**config.mk**
```make
export PLATFORM = sky130hd
export DESIGN_NAME = ace_snoop_collector
export DESIGN_NICKNAME = d
export VERILOG_FILES = /design/src/rtl/ace_pkg.sv /design/src/rtl/ace_cr_merge.sv /design/src/rtl/ace_snoop_collector.sv
export SDC_FILE = /design/constraint.sdc
export NUM_CORES = 1
export LEC_CHECK = 0
export CORE_MARGIN = 2
export CORE_UTILIZATION = 40
export CTS_CLUSTER_SIZE = 10
export DETAILED_ROUTE_END_ITERATION = 7
export HOLD_SLACK_MARGIN = 0.15
export PLACE_DENSITY_LB_ADDON = 0.2
export SLEW_MARGIN = 20
export SYNTH_ARGS = -nofsm -noshare
export SYNTH_HDL_FRONTEND = slang
export SYNTH_SLANG_ARGS = --single-unit
```
**constraint.sdc**
```tcl
create_clock -name clk_i -period 1.7 [get_ports clk_i]
set_input_delay 0.17 -clock clk_i [delete_from_list [all_inputs] [get_ports clk_i]]
set_output_delay 0.17 -clock clk_i [all_outputs]
set_load 0.05 [all_outputs]
```
**src/rtl/ace_pkg.sv**
```systemverilog
// Shared ACE snoop-channel types and CRRESP bit positions.
// Used by the CCU snoop path.
package ace_pkg;

    typedef logic [3:0] arsnoop_t;
    typedef logic [4:0] crresp_t;
    typedef logic [2:0] acprot_t;

    localparam arsnoop_t ArReadOnce           = 4'b0000;
    localparam arsnoop_t ArReadShared         = 4'b0001;
    localparam arsnoop_t ArReadClean          = 4'b0010;
    localparam arsnoop_t ArReadNotSharedDirty = 4'b0011;
    localparam arsnoop_t ArReadUnique         = 4'b0111;
    localparam arsnoop_t ArCleanShared        = 4'b1000;
    localparam arsnoop_t ArCleanInvalid       = 4'b1001;
    localparam arsnoop_t ArMakeInvalid        = 4'b1101;

    localparam int unsigned CrDataTransfer = 0;
    localparam int unsigned CrError        = 1;
    localparam int unsigned CrPassDirty    = 2;
    localparam int unsigned CrIsShared     = 3;
    localparam int unsigned CrWasUnique    = 4;

    typedef enum logic [1:0] {
        SnIdle  = 2'd0,
        SnSnoop = 2'd1,
        SnResp  = 2'd2
    } snoopState_e;

endpackage

```
**src/rtl/ace_cr_merge.sv**
```systemverilog
// Combinational OR-merge of the selected per-port CRRESP values, plus the
// mask of selected ports that signalled DataTransfer.
module ace_cr_merge
    import ace_pkg::*;
#(
    parameter int unsigned NoPorts = 4
) (
    input  logic [NoPorts*5-1:0] crResp,
    input  logic [NoPorts-1:0]   crSel,
    output crresp_t              mergedResp,
    output logic [NoPorts-1:0]   dataMask
);

    always_comb begin
        mergedResp = '0;
        dataMask   = '0;
        for (int unsigned i = 0; i < NoPorts; i++) begin
            if (crSel[i]) begin
                mergedResp  = mergedResp | crResp[5*i +: 5];
                dataMask[i] = crResp[5*i + CrDataTransfer];
            end
        end
    end

endmodule

```
**src/rtl/ace_snoop_collector.sv**
```systemverilog
// Broadcasts one snoop to every master except the initiator, then collects
// and merges the CR responses into a single response with a data-port mask.
module ace_snoop_collector
    import ace_pkg::*;
#(
    parameter int unsigned NoPorts   = 4,
    parameter int unsigned AddrWidth = 64,
    parameter int unsigned IdxWidth  = (NoPorts > 1) ? $clog2(NoPorts) : 1
) (
    input  logic                 clk_i,
    input  logic                 rst_ni,
    input  logic                 req_valid_i,
    output logic                 req_ready_o,
    input  logic [AddrWidth-1:0] req_addr_i,
    input  arsnoop_t             req_snoop_i,
    input  acprot_t              req_prot_i,
    input  logic [IdxWidth-1:0]  req_initiator_i,
    output logic [NoPorts-1:0]   ac_valid_o,
    input  logic [NoPorts-1:0]   ac_ready_i,
    output logic [AddrWidth-1:0] ac_addr_o,
    output arsnoop_t             ac_snoop_o,
    output acprot_t              ac_prot_o,
    input  logic [NoPorts-1:0]   cr_valid_i,
    output logic [NoPorts-1:0]   cr_ready_o,
    input  logic [NoPorts*5-1:0] cr_resp_i,
    output logic                 resp_valid_o,
    input  logic                 resp_ready_i,
    output crresp_t              resp_o,
    output logic [NoPorts-1:0]   resp_data_mask_o
);

    snoopState_e          stateQ, stateD;
    logic [AddrWidth-1:0] addrQ, addrD;
    arsnoop_t             snoopQ, snoopD;
    acprot_t              protQ, protD;
    logic [NoPorts-1:0]   targetQ, targetD;
    logic [NoPorts-1:0]   acDoneQ, acDoneD;
    logic [NoPorts-1:0]   crDoneQ, crDoneD;
    crresp_t              accQ, accD;
    logic [NoPorts-1:0]   maskQ, maskD;

    logic [NoPorts-1:0]   reqTarget;
    logic [NoPorts-1:0]   acValid;
    logic [NoPorts-1:0]   crReady;
    logic [NoPorts-1:0]   crHs;
    crresp_t              mergedResp;
    logic [NoPorts-1:0]   mergedMask;

    // An out-of-range initiator index matches no port and so clears no bit.
    always_comb begin
        reqTarget = '0;
        for (int unsigned i = 0; i < NoPorts; i++) begin
            reqTarget[i] = (32'(req_initiator_i) != i);
        end
    end

    assign acValid = (stateQ == SnSnoop) ? (targetQ & ~acDoneQ) : '0;
    assign crReady = (stateQ == SnSnoop) ? (acDoneQ & ~crDoneQ) : '0;
    assign crHs    = crReady & cr_valid_i;

    ace_cr_merge #(
        .NoPorts(NoPorts)
    ) u_crMerge (
        .crResp    (cr_resp_i),
        .crSel     (crHs),
        .mergedResp(mergedResp),
        .dataMask  (mergedMask)
    );

    always_comb begin
        stateD  = stateQ;
        addrD   = addrQ;
        snoopD  = snoopQ;
        protD   = protQ;
        targetD = targetQ;
        acDoneD = acDoneQ;
        crDoneD = crDoneQ;
        accD    = accQ;
        maskD   = maskQ;
        case (stateQ)
            SnIdle: begin
                if (req_valid_i) begin
                    addrD   = req_addr_i;
                    snoopD  = req_snoop_i;
                    protD   = req_prot_i;
                    targetD = reqTarget;
                    acDoneD = '0;
                    crDoneD = '0;
                    accD    = '0;
                    maskD   = '0;
                    stateD  = (reqTarget == '0) ? SnResp : SnSnoop;
                end
            end
            SnSnoop: begin
                acDoneD = acDoneQ | (acValid & ac_ready_i);
                crDoneD = crDoneQ | crHs;
                accD    = accQ | mergedResp;
                maskD   = maskQ | mergedMask;
                // Compare the registered done-mask: RESP follows one cycle
                // after the last CR has been recorded.
                if (crDoneQ == targetQ) begin
                    stateD = SnResp;
                end
            end
            SnResp: begin
                if (resp_ready_i) begin
                    stateD = SnIdle;
                end
            end
            default: stateD = SnIdle;
        endcase
    end

    always_ff @(posedge clk_i or negedge rst_ni) begin
        if (!rst_ni) begin
            stateQ  <= SnIdle;
            addrQ   <= '0;
            snoopQ  <= '0;
            protQ   <= '0;
            targetQ <= '0;
            acDoneQ <= '0;
            crDoneQ <= '0;
            accQ    <= '0;
            maskQ   <= '0;
        end else begin
            stateQ  <= stateD;
            addrQ   <= addrD;
            snoopQ  <= snoopD;
            protQ   <= protD;
            targetQ <= targetD;
            acDoneQ <= acDoneD;
            crDoneQ <= crDoneD;
            accQ    <= accD;
            maskQ   <= maskD;
        end
    end

    assign req_ready_o      = (stateQ == SnIdle);
    assign ac_valid_o       = acValid;
    assign ac_addr_o        = addrQ;
    assign ac_snoop_o       = snoopQ;
    assign ac_prot_o        = protQ;
    assign cr_ready_o       = crReady;
    assign resp_valid_o     = (stateQ == SnResp);
    assign resp_o           = (stateQ == SnResp) ? accQ : '0;
    assign resp_data_mask_o = (stateQ == SnResp) ? maskQ : '0;

endmodule

```
# Word-level counts from Yosys, hierarchy flattened
# Index checks and enable logic that the tools add are counted.
classes:
  add_sub_neg: 0
  multipliers: 0
  n_div: 0
  n_lt_le_gt_ge: 0
  n_eq_ne: 9
  shift: 0
  muxes: 23
  bitwise_logic: 13
  n_reduce_logical: 7
ops:
  columns: ["op", "n"]
  rows:
  - ["two-way mux 5 bit", 6]
  - ["case mux 4 bit (2 select lines)", 3]
  - ["OR 5 bit", 4]
  - ["bitwise AND 4 bit", 4]
  - ["two-way mux 4 bit", 4]
  - ["OR 4 bit", 3]
  - ["case mux 5 bit (2 select lines)", 1]
  - ["two-way mux 2 bit", 4]
  - ["inverter 4 bit", 2]
  - ["!= test 2 x 1 -> 1 bit, second input constant", 3]
  - ["!= test 2 bit, second input constant", 3]
  - ["case mux 2 bit (3 select lines)", 1]
  - ["equality test 4 bit", 1]
  - ["zero test 4 bit", 1]
  - ["two-way mux 1 bit", 4]
  - ["AND reduction 2 bit", 2]
  - ["nonzero test 2 bit", 2]
  - ["AND reduction 3 bit", 1]
  - ["equality test 2 x 1 -> 1 bit, second input constant", 1]
  - ["equality test 2 bit, second input constant", 1]
  - ["zero test 2 bit", 1]
word_totals:
  ff_bits: 94
  latch_bits: 0
  mem_bits_rw: 0
  mem_bits_ro: 0
  out_inout_bits: 90
  elab_cells: 61
  n_memories: 0

# Depth between registers and ports, before layout
logic_depth:
  ltp_word: 13
  ltp_mapped: 6
  ltp_nobuf: 3

# By module
# From an unflattened synthesis, not the netlist that was laid out.
hier_totals:
  hier_cells: 270
  hier_area_um2: 3828.7
modules_own_cells:
  columns: ["module", "n_inst", "cells_per_inst", "area_per_inst_um2", "seq_area_each_um2"]
  rows:
  - ["ace_snoop_collector", 1, 253, 3712.3, 2352.3]
  - ["ace_cr_merge", 1, 17, 116.4, 0.0]

# Worst setup path after synthesis
# OpenSTA, ideal clock, no wires.
synth_path:
  path_type: "reg2out"
  startpoint: "reg stateQ[1]"
  endpoint: "out resp_data_mask_o[0]"
  t_arrival_ns: 1.711
  t_required_ns: 1.530
  slack_ns: -0.181
  stages_incl_launch_ff: 5
  n_path_buf: 2
  path_cell_list: "dfrtp_1 > buf_6 > nor2b_1 > clkbuf_1 > and2_1"
synth_via:
  elab_chain_len: 2
synth_lines:
  columns: ["item", "line", "source"]
  rows:
  - ["from (decl)", "ace_snoop_collector.sv:32", "snoopState_e stateQ, stateD;"]
  - ["from (signal assigned)", "ace_snoop_collector.sv:116", "stateQ <= SnIdle;"]
  - ["from (signal assigned)", "ace_snoop_collector.sv:126", "stateQ <= stateD;"]
  - ["equality test 2 bit", null, null]
  - ["via resp_valid_o", "ace_snoop_collector.sv:26", "output logic resp_valid_o,"]
  - ["two-way mux 4 bit", "ace_snoop_collector.sv:146", "assign resp_data_mask_o = (stateQ == SnResp) ? maskQ : '0;"]
  - ["to (decl)", "ace_snoop_collector.sv:29", "output logic [NoPorts-1:0] resp_data_mask_o"]
# The timed path passes the listed nets, and every way through them passes these cells.

# Worst setup path after layout
layout_path:
  startpoint: "reg stateQ[1]"
  endpoint: "out cr_ready_o[0]"
layout_via:
  elab_chain_len: 2
layout_lines:
  columns: ["item", "line", "source"]
  rows:
  - ["equality test 2 x 1 -> 1 bit", "ace_snoop_collector.sv:58", "assign crReady = (stateQ == SnSnoop) ? (acDoneQ & ~crDoneQ) : '0;"]
  - ["two-way mux 4 bit", "ace_snoop_collector.sv:58", null]
  - ["to (decl)", "ace_snoop_collector.sv:24", "output logic [NoPorts-1:0] cr_ready_o,"]
# No other way between the ends.

==> results.md <==
* CP required at 1.53 ns
* Synth top area cells: dfrtp_1 60%, nand2_1 22%, buf_6 2.6%
* Diodes inserted at 0
* MaxCap Viol Count at 0
* Num CTS Buffers at 9
* Die height at approximately 100 µm
* Main synth FF type: dfrtp_1
* DRT iter0 DRCs at about 150
* ANT nets after route at 0
* Cells along the critical path: buf_6, nor2b_1, buf_4, buf_6, and3b_2, buf_12
* CP arrival at between 1.5 and 2 ns
* Kind of critical path: reg2out
* Max-slew violations at 0
* Clock Power Share at 0.132
* GPL Wtd Cong at approximately 0.90
* Vias at 3676
* Max transition margin at 0.652
* Fin util at 0.681
* Synth top area share at 0.602
* Clock transition at the registers of the reported paths at 0.10 ns
* Row cnt at 36
* Seq. cell area at 2350 µm²
* Switching Share at 0.495
* Pre-antenna DRT Iters at 5
* Flop-to-flop setup slack at 0.06 ns
* Logic pwr share at 0.567
* Gr ovfl total at 0
* Crit-path slowest cell: dfrtp_1
* CP endpoint: cr_ready_o[0]
* Number of synthesized register bits at 94
* Syn-to-layout area delta at 68.2%
* WP depth at 6
* Syn Area/Cell at 9.10 µm²
* Initial Utilization at 0.405
* Finished Cell Area at 6570 µm²
* Unrepaired setup endpoints after global routing: true
* CP max FO at 4
* # nets final at 747
* P_leak at 3.34 nW
* Worst r2r path cells at 5
* FILL cells at 833
* Multi-input combinational cell area at 1470 µm²
* Die width at 103 µm
* IO Pins at just under 200
* Worst path bufs/invs at 4
* Fmax at about 570 MHz
* Reg2reg start: stateQ[0]
* Post-route insts no fill at approximately 800
* Post-synth EDFFs at 0
* Syn Nets at 534
* CP max stage delay at 0.40 ns
* Sequential fraction of the synthesis area at 0.602
* Vias in the first global route at 3642
* Internal Power at between 6 and 7 mW
* Slack of the critical path at -0.0686 ns
* Post-Synthesis Cells at 429
* Maximum clock path buffer count at 2
* Setup TNS Final at -0.698 ns
* Worst Tran Pin Value at 0.524 ns
* Family with the most delay on the worst path: buffers and inverters
* Fin crit share at 1.04
* Cell Pwr Density at 1990 nW/µm²
* Fin. Hold Viols at 0
* Post-DP HPWL at 8090 µm
* Most frequent cells after synthesis: 225 x nand2_1, 94 x dfrtp_1, 15 x nand3_1
* NetSw at around 6.5 mW
* FF-to-FF End: ac_addr_o[63]
* First-pass GRT wire length at 17300 µm
* Leading area contributor after synthesis: dfrtp_1
* Tmin final at 1.77 ns
* Dpl cell area at 6110 µm²
* Ys async rst share at 1.00
* H-tree levels at 3
* WL final at 11500 µm
* Seq pwr share at 0.300
* Antenna violations before repair at 0
* Die area at 10600 µm²
* Maximum VDD drop at 1.19 mV
* CP startpoint: stateQ[1]
* CORE AREA at roughly 9600 µm²
* Cell variety after synth at 25
* Mapped cell area at 3900 µm²
* Pin count of the biggest net entering global routing at between 60 and 70
* DRC at 0
* Inst Count DP at 745
* Skew final at 0.0103 ns
* Fin Hold WS at about 0.26 ns
* Synth warn at 0
* Crit path top cell by count: buf_6
* Worst Hold Class: in2async
* Status: finished with violations
* Clock Sinks at 94
* TritonCTS clock tree: yes
* Clock Latency Late Sink at ~0.36 ns
* Layout cells sized above 1 at 0.175
* WL/cell at 14.8 µm
* # setup viols final at 17
* Vias per inst at 4.71
* Number of buffers added on ports at 194
* Root buffer cell: clkbuf_8
* Crit start category: flip-flop
* Worst Setup End Kind: output port
* Top-count cell post-synth: nand2_1
* Gr usage total at 0.211
* Failing checks: negative setup slack
[cells by family after synthesis]
family,share of synthesized area
AO/OA/AOI/OAI,0.0397
XOR/XNOR,0.00897
buffers and inverters,0.0490
flip-flops,0.602
AND/OR/NAND/NOR,0.300
[routing by layer]
layer  wire (µm)  GRT usage  vias up
li1            -          -     1777
met1        4560      0.258     1714
met2        5660      0.350      161
met3         984     0.0583       24
met4         310     0.0962        0
met5           0          0        -
[through the flow]
step / worst slack, ns / power, mW
4_1_cts: -0.0751 / 12.9
2_1_floorplan: 0.0134 / 8.54
5_1_grt: -0.145 / 13.8
3_5_place_dp: -0.0242 / 11.3
6_report: -0.0686 / 13.1
3_3_place_gp: 0.0252 / 11.2
[layout make-up]
| class | count | share of cell area |
|---|---|---|
| Clock inverter | 7 | 0.0175 |
| Multi-Input combinational cell | 306 | 0.224 |
| Tap cell | 133 | 0.0253 |
| Inverter | 3 | 0.00171 |
| Clock buffer | 9 | 0.0189 |
| Timing Repair Buffer | 228 | 0.354 |
| Sequential cell | 94 | 0.358 |
[power groups by stage]
stage                     registers (mW)  clock network [mW]  logic, mW
after floorplan                     6.54                   0       2.01
after global placement              3.89                   0       7.27
after detailed placement            3.91                   0       7.39
after CTS                           3.89                1.76       7.25
after global routing                4.05                1.86       7.88
final                               3.92                1.73       7.41
[worst min-delay path by stage]
stage                      start           end  slack [ns]  cells past startpoint
after floorplan           rst_ni    acDoneQ[0]       -0.13                      0
after global placement    rst_ni  ac_addr_o[2]        0.11                      1
after detailed placement  rst_ni  ac_addr_o[3]        0.12                      1
after CTS                 rst_ni  ac_addr_o[3]        0.25                      2
after global routing      rst_ni  ac_addr_o[2]        0.28                      2
final                     rst_ni  ac_addr_o[3]        0.26                      2
[worst register-to-register path: stages (launching register included)]
cell     delay [ns]
dfrtp_2        0.46
buf_4          0.15
or3b_4         0.47
buf_4          0.28
nand2_1        0.12
nand2_1        0.06
[sequential cells by signal, summed over array words and instances (netlist names)]
name        flops
ac_addr_o      64
ac_prot_o       3
crDoneQ         4
ac_snoop_o      4
maskQ           4
accQ            5
stateQ          2
acDoneQ         4
targetQ         4
[cell usage in the layout (no fill, tap or decap), drive strengths merged, types with 4 or more instances in the layout]
cell type / count
clkdlybuf4s50: 103
buf: 71
xor2: 4
nand4: 5
a32oi: 5
dfrtp: 94
and2: 9
nor2: 14
a31oi: 6
nor2b: 4
nand3: 15
and3b: 4
inv: 6
dlygate4sd2: 48
clkbuf: 10
nand2: 225
dlymetal6s2s: 4
[repair_timing]
action,CTS,global route
cloned,0,1
endpoints found under the hold margin,94,0
hold buffers,1,0
setup buffers,11,6
pin swaps,4,6
resized for setup,72,15
endpoints found under the setup margin,65,25
Note: power is estimated with default switching activity, not from simulation.
